===== src/rtl/rf_wb_arbiter_pkg.sv =====
// Shared definitions for the register-file writeback arbiter and its 2-way arbiter.
package rf_wb_arbiter_pkg;

  localparam int RF_ADDR_W = 5;
  localparam int RF_DATA_W = 32;
  localparam int RF_DEPTH  = 32;

  localparam int IDX_ALU = 0;
  localparam int IDX_LSU = 1;

  localparam logic [RF_ADDR_W-1:0] CLEAR_FIRST = RF_ADDR_W'(1);
  localparam logic [RF_ADDR_W-1:0] CLEAR_LAST  = RF_ADDR_W'(RF_DEPTH - 1);

  typedef enum logic {
    INIT = 1'b0,
    RUN  = 1'b1
  } state_e;

  typedef enum logic {
    REQ_ALU = 1'b0,
    REQ_LSU = 1'b1
  } req_id_e;

  function automatic req_id_e other_req(input req_id_e id);
    return (id == REQ_ALU) ? REQ_LSU : REQ_ALU;
  endfunction

endpackage


===== src/rtl/rf_wb_arbiter_rr_arb2.sv =====
// Two-way round-robin arbiter: combinational one-hot grant, pointer flips only on contention.
module rr_arb2
  import rf_wb_arbiter_pkg::*;
(
  input  logic       clk_i,
  input  logic       rst_ni,
  input  logic [1:0] i_valid,
  output logic [1:0] o_grant
);

  req_id_e r_ptr;
  logic    w_contend;

  // Grant the lone requester, or the pointer's favourite when both ask.
  always_comb begin
    w_contend = i_valid[IDX_ALU] & i_valid[IDX_LSU];
    o_grant   = i_valid;
    if (w_contend) begin
      o_grant = (r_ptr == REQ_LSU) ? 2'b10 : 2'b01;
    end
  end

  // Hand priority to the loser after every contended grant; uncontended grants leave it alone.
  always_ff @(posedge clk_i or negedge rst_ni) begin
    if (!rst_ni) begin
      r_ptr <= REQ_LSU;
    end else if (w_contend) begin
      r_ptr <= other_req(r_ptr);
    end
  end

endmodule


===== src/rtl/rf_wb_arbiter.sv =====
// Register-file writeback arbiter: optional x1..x31 clear after reset, then ALU/LSU round-robin writes.
module rf_wb_arbiter
  import rf_wb_arbiter_pkg::*;
#(
  parameter bit INIT_CLEAR = 1'b1
) (
  input  logic                 clk_i,
  input  logic                 rst_ni,
  input  logic                 alu_valid_i,
  input  logic [RF_ADDR_W-1:0] alu_addr_i,
  input  logic [RF_DATA_W-1:0] alu_data_i,
  output logic                 alu_ready_o,
  input  logic                 lsu_valid_i,
  input  logic [RF_ADDR_W-1:0] lsu_addr_i,
  input  logic [RF_DATA_W-1:0] lsu_data_i,
  output logic                 lsu_ready_o,
  output logic                 rf_we_o,
  output logic [RF_ADDR_W-1:0] rf_waddr_o,
  output logic [RF_DATA_W-1:0] rf_wdata_o,
  output logic                 busy_o
);

  localparam state_e RESET_STATE = INIT_CLEAR ? INIT : RUN;

  state_e               r_state;
  state_e               w_state_next;
  logic [RF_ADDR_W-1:0] r_cnt;
  logic                 w_busy;
  logic                 w_run;
  logic [1:0]           w_arb_valid;
  logic [1:0]           w_grant;
  logic                 w_acc;
  logic [RF_ADDR_W-1:0] w_sel_addr;
  logic [RF_DATA_W-1:0] w_sel_data;
  logic                 r_we;
  logic [RF_ADDR_W-1:0] r_waddr;
  logic [RF_DATA_W-1:0] r_wdata;

  // State register; reset lands in the clear sequence only when it is enabled.
  always_ff @(posedge clk_i or negedge rst_ni) begin
    if (!rst_ni) begin
      r_state <= RESET_STATE;
    end else begin
      r_state <= w_state_next;
    end
  end

  // Leave the clear once the last register address has been issued.
  always_comb begin
    w_state_next = r_state;
    if ((r_state == INIT) && (r_cnt == CLEAR_LAST)) begin
      w_state_next = RUN;
    end
  end

  // Busy flag and arbiter enable follow directly from the state.
  always_comb begin
    w_busy = (r_state == INIT);
    w_run  = (r_state == RUN);
  end

  // Clear address counter, stepping once per cycle while clearing.
  always_ff @(posedge clk_i or negedge rst_ni) begin
    if (!rst_ni) begin
      r_cnt <= CLEAR_FIRST;
    end else if (r_state == INIT) begin
      r_cnt <= r_cnt + RF_ADDR_W'(1);
    end
  end

  assign w_arb_valid = {lsu_valid_i & w_run, alu_valid_i & w_run};

  rr_arb2 u_rr_arb2 (
    .clk_i   (clk_i),
    .rst_ni  (rst_ni),
    .i_valid (w_arb_valid),
    .o_grant (w_grant)
  );

  // Mux the granted requester onto the write path.
  always_comb begin
    w_acc      = |w_grant;
    w_sel_addr = '0;
    w_sel_data = '0;
    if (w_grant[IDX_ALU]) begin
      w_sel_addr = alu_addr_i;
      w_sel_data = alu_data_i;
    end else if (w_grant[IDX_LSU]) begin
      w_sel_addr = lsu_addr_i;
      w_sel_data = lsu_data_i;
    end
  end

  // Registered write port; x0 writes are accepted but never asserted on the port.
  always_ff @(posedge clk_i or negedge rst_ni) begin
    if (!rst_ni) begin
      r_we    <= 1'b0;
      r_waddr <= '0;
      r_wdata <= '0;
    end else if (r_state == INIT) begin
      r_we    <= 1'b1;
      r_waddr <= r_cnt;
      r_wdata <= '0;
    end else if (w_acc) begin
      r_we    <= |w_sel_addr;
      r_waddr <= w_sel_addr;
      r_wdata <= w_sel_data;
    end else begin
      r_we    <= 1'b0;
    end
  end

  assign alu_ready_o = w_grant[IDX_ALU];
  assign lsu_ready_o = w_grant[IDX_LSU];
  assign rf_we_o     = r_we;
  assign rf_waddr_o  = r_waddr;
  assign rf_wdata_o  = r_wdata;
  assign busy_o      = w_busy;

endmodule


===== config.mk =====
export PLATFORM = sky130hd
export DESIGN_NAME = rf_wb_arbiter
export DESIGN_NICKNAME = d
export VERILOG_FILES = /design/src/rtl/rf_wb_arbiter_pkg.sv /design/src/rtl/rf_wb_arbiter_rr_arb2.sv /design/src/rtl/rf_wb_arbiter.sv
export SDC_FILE = /design/constraint.sdc
export NUM_CORES = 1
export LEC_CHECK = 0
export ABC_AREA = 1
export BUFFER_PORTS_ARGS = -buffer_cell sky130_fd_sc_hd__buf_4
export CORE_UTILIZATION = 49
export CTS_BUF_LIST = sky130_fd_sc_hd__clkbuf_8
export DETAILED_ROUTE_END_ITERATION = 10
export GPL_TIMING_DRIVEN = 0
export PLACE_DENSITY = 0.95
export SYNTH_ARGS = -nofsm -noshare
export SYNTH_HDL_FRONTEND = slang
export SYNTH_SLANG_ARGS = --single-unit
export TNS_END_PERCENT = 5

===== constraint.sdc =====
create_clock -name clk_i -period 2.6 [get_ports clk_i]
set_input_delay 0.39 -clock clk_i [delete_from_list [all_inputs] [get_ports clk_i]]
set_output_delay 0.39 -clock clk_i [all_outputs]
set_load 0.01 [all_outputs]

==> flow_summary_export.csv <==
group,metric,value,unit
timing,max_slew.worst_pin.slew,564,ps
floorplan,die_w,67.6,um
global_route,antenna_found_initial,0,
routing,wl_met1,2.11,mm
floorplan,rows,23,
cts,cts_tree,"yes",
synthesis,synth_nets,332,
critical_path,max_stage_delay,380,ps
routing,met2_length,2.82,mm
timing,fin_crit,1950,ps
synthesis,ys_seq_elements,45,
timing,fmax,513,MHz
global_route,grt_overflow_total,0,
routing,post_drt_wl_per_cell,12.8,um
critical_path,path_delay_family,"buffers and inverters",
power_and_ir_drop,seqPwrFrac,48.9,%
synthesis,ys_warn_count,0,
critical_path,rr_worst_depth,6,
critical_path,slowest_stage,"dfrtp_1",
synthesis,syn-cell-area,2110,um^2
critical_path,path_common_cell,"buf_6",
routing,routed.top_layer,"met4",
final_layout,n_antenna_cell,0,
cts,clk_transition_reported_paths,80,ps
power_and_ir_drop,switching_power,484,uW
timing,finalHoldViolCount,0,
critical_path,crit_path_start_kind,"flip-flop",
floorplan,dieArea,4570,um^2
critical_path,critical_path_arrival,1560,ps
run,drv_cap,0,
cts,numCtsBuffers,5,
cts,cts_hold_buf,0,
routing,firstDrtPassIters,5,
final_layout,layout.nets,457,
timing,finalMaxSlewViolations,0,
synthesis,ys.flop_type,"dfrtp_1",
synthesis,ys_seq_area_share,53.5,%
critical_path,critPathKind,"reg -> out",
synthesis,syn_avg_cell_area,8.37,um^2
global_route,grt_max_degree,46,
placed_design,routabilityCongestion,0.796,
final_layout,fin_area,3140,um^2
synthesis,yosysUniqueCellTypes,22,
timing,relSlewSlack,62.4,%
timing,rsz0062_at_grt,"no",
critical_path,path_buf_inv,4,
power_and_ir_drop,combPwrFrac,27.1,%
placed_design,place.port_buffers,118,
power_and_ir_drop,p_sw_share,28.7,%
final_layout,syn2layout_area_growth,48.8,%
synthesis,syn_inst,252,
floorplan,initial_core_util,52.0,%
cts,cts_root_buf,"clkbuf_8",
routing,drc,0,
routing,routed_wl,5.47,mm
synthesis,async_flop_share,100,%
synthesis,yosys-top-cells-area,"dfrtp_1, nand2_1, nand3_1",
global_route,grt_pass1_wl,8.53,mm
routing,antenna_left,0,
cts,cts-resized-gates,0,
synthesis,synth_top_area_share,51.0,%
global_route,grtUsageTotal,25.4,%
floorplan,pin_count,119,
critical_path,critPathRequiredTime,2210,ps
floorplan,core_area,4060,um^2
cts,post-cts-setup-buffer-count,0,
power_and_ir_drop,power.density,538,nW/um^2
timing,finClkSkew,4.79,ps
power_and_ir_drop,clkPwrFrac,24.0,%
power_and_ir_drop,p_int,1200,uW
critical_path,path_depth,6,
power_and_ir_drop,ir_worst_vdd,325,uV
power_and_ir_drop,p_leak,0.00170,uW
critical_path,cp-end-kind,"primary output",
cts,insertion_delay,290,ps
timing,setup_viol,0,
routing,num_vias,2115,
routing,drtIter0Drc,119,
cts,cts.path.max_buffers,2,
cts,cts_max_level,2,
placed_design,hpwl,4.12,mm
status,status,"complete, no violations",
critical_path,cp_max_fo,10,
final_layout,drive_above_1_share,38.4,%
cts,clock_sink_count,45,
timing,final.setup.tns,0,ps
critical_path,crit_chain,"buf_6, nand2_4, inv_2, a21oi_4, buf_6, buf_4",
routing,viasPerCell,4.94,
final_layout,nFillCells,304,
worst_hold_path,min_path_type,"in -> async",
routing,met3_wirelength,493,um
floorplan,die_h,67.6,um
synthesis,yosysTopAreaCell,"dfrtp_1",
global_route,grt_pass1_vias,2002,
synthesis,synth-edff-count,0,
timing,fin_crit_sh,74.9,%
placed_design,placed_area,3060,um^2
## power groups by stage
stage	combinational [uW]	sequential, uW	clock (uW)
after detailed placement	463	837	0
final	457	825	405
after CTS	463	824	415
after global placement	451	835	0
after global routing	506	834	446
after floorplan	155	872	0
## final timing paths
kind | startpoint | to | slack, ps
worst max register to register | r_cnt[0] | r_cnt[4] | 1230
max in group asynchronous | rst_ni | rf_wdata_o[3] | 2130
worst min-delay path | rst_ni | rf_waddr_o[2] | 70
min in group clk_i | lsu_data_i[15] | rf_wdata_o[15] | 290
worst max-delay path | r_state | lsu_ready_o | 650
worst min register to register | rf_wdata_o[22] | rf_wdata_o[22] | 500
## cell usage after synthesis, types with 2 or more instances
cell / instances
ha_1: 2
dfstp_2: 2
nor2_1: 5
inv_1: 6
nand2_1: 124
buf_6: 8
dfrtp_1: 43
xnor2_1: 2
buf_4: 2
nand4_1: 4
a21oi_1: 2
nand2_2: 2
nand3_1: 39
inv_4: 3
## cell usage in the layout, fill, tap and decap left out, types with 2 or more instances in the layout
cell	n
a21oi_1	2
buf_4	120
buf_6	8
clkbuf_8	5
dfrtp_1	43
dfstp_2	2
ha_1	2
inv_1	9
inv_4	3
nand2_1	124
nand2_2	2
nand3_1	39
nand4_1	4
nor2_1	5
xnor2_1	2
## sequential cells by signal, summed over array words and instances (netlist names)
register and flops:
rf_wdata_o 32, r_cnt 5, rf_waddr_o 5, r_state 1, rf_we_o 1, u_rr_arb2.r_ptr 1
## layer usage
layer	track usage [%]	vias up
li1	-	1044
met1	28.0	954
met2	44.9	112
met3	8.61	5
met4	8.51	0
met5	0	-
## cell families after synthesis
kind of cell / synth area share (%)
AOI/OAI and AO/OA: 1.78
xor gates and xnor gates: 1.25
adders and majority gates: 1.19
buffers and inverters: 7.12
DFF: 53.5
and+or+nand+nor: 35.1
## layout make-up
class / count / area, um^2 / share of cell area, %
flip-flops and latches: 45 / 1130 / 36.0
repair buffers: 118 / 886 / 28.2
multi-input cells: 187 / 830 / 26.4
plain buffers: 10 / 105 / 3.35
clock buffers: 5 / 68.8 / 2.19
well taps: 50 / 62.6 / 1.99
inverters: 10 / 45.0 / 1.44
clock inverters: 3 / 11.3 / 0.359
## metrics by stage
step	total power (uW)	instances	utilization (%)	hold WS [ps]	setup WS, ps
3_3_place_gp	1290	420	75.3	423	971
4_1_cts	1700	428	77.3	99.8	642
3_5_place_dp	1300	420	75.3	426	966
6_report	1690	428	77.3	69.3	651
5_1_grt	1790	428	77.3	124	558
2_1_floorplan	1030	252	-	94.4	1230
Power figures use the tool's default switching activity.
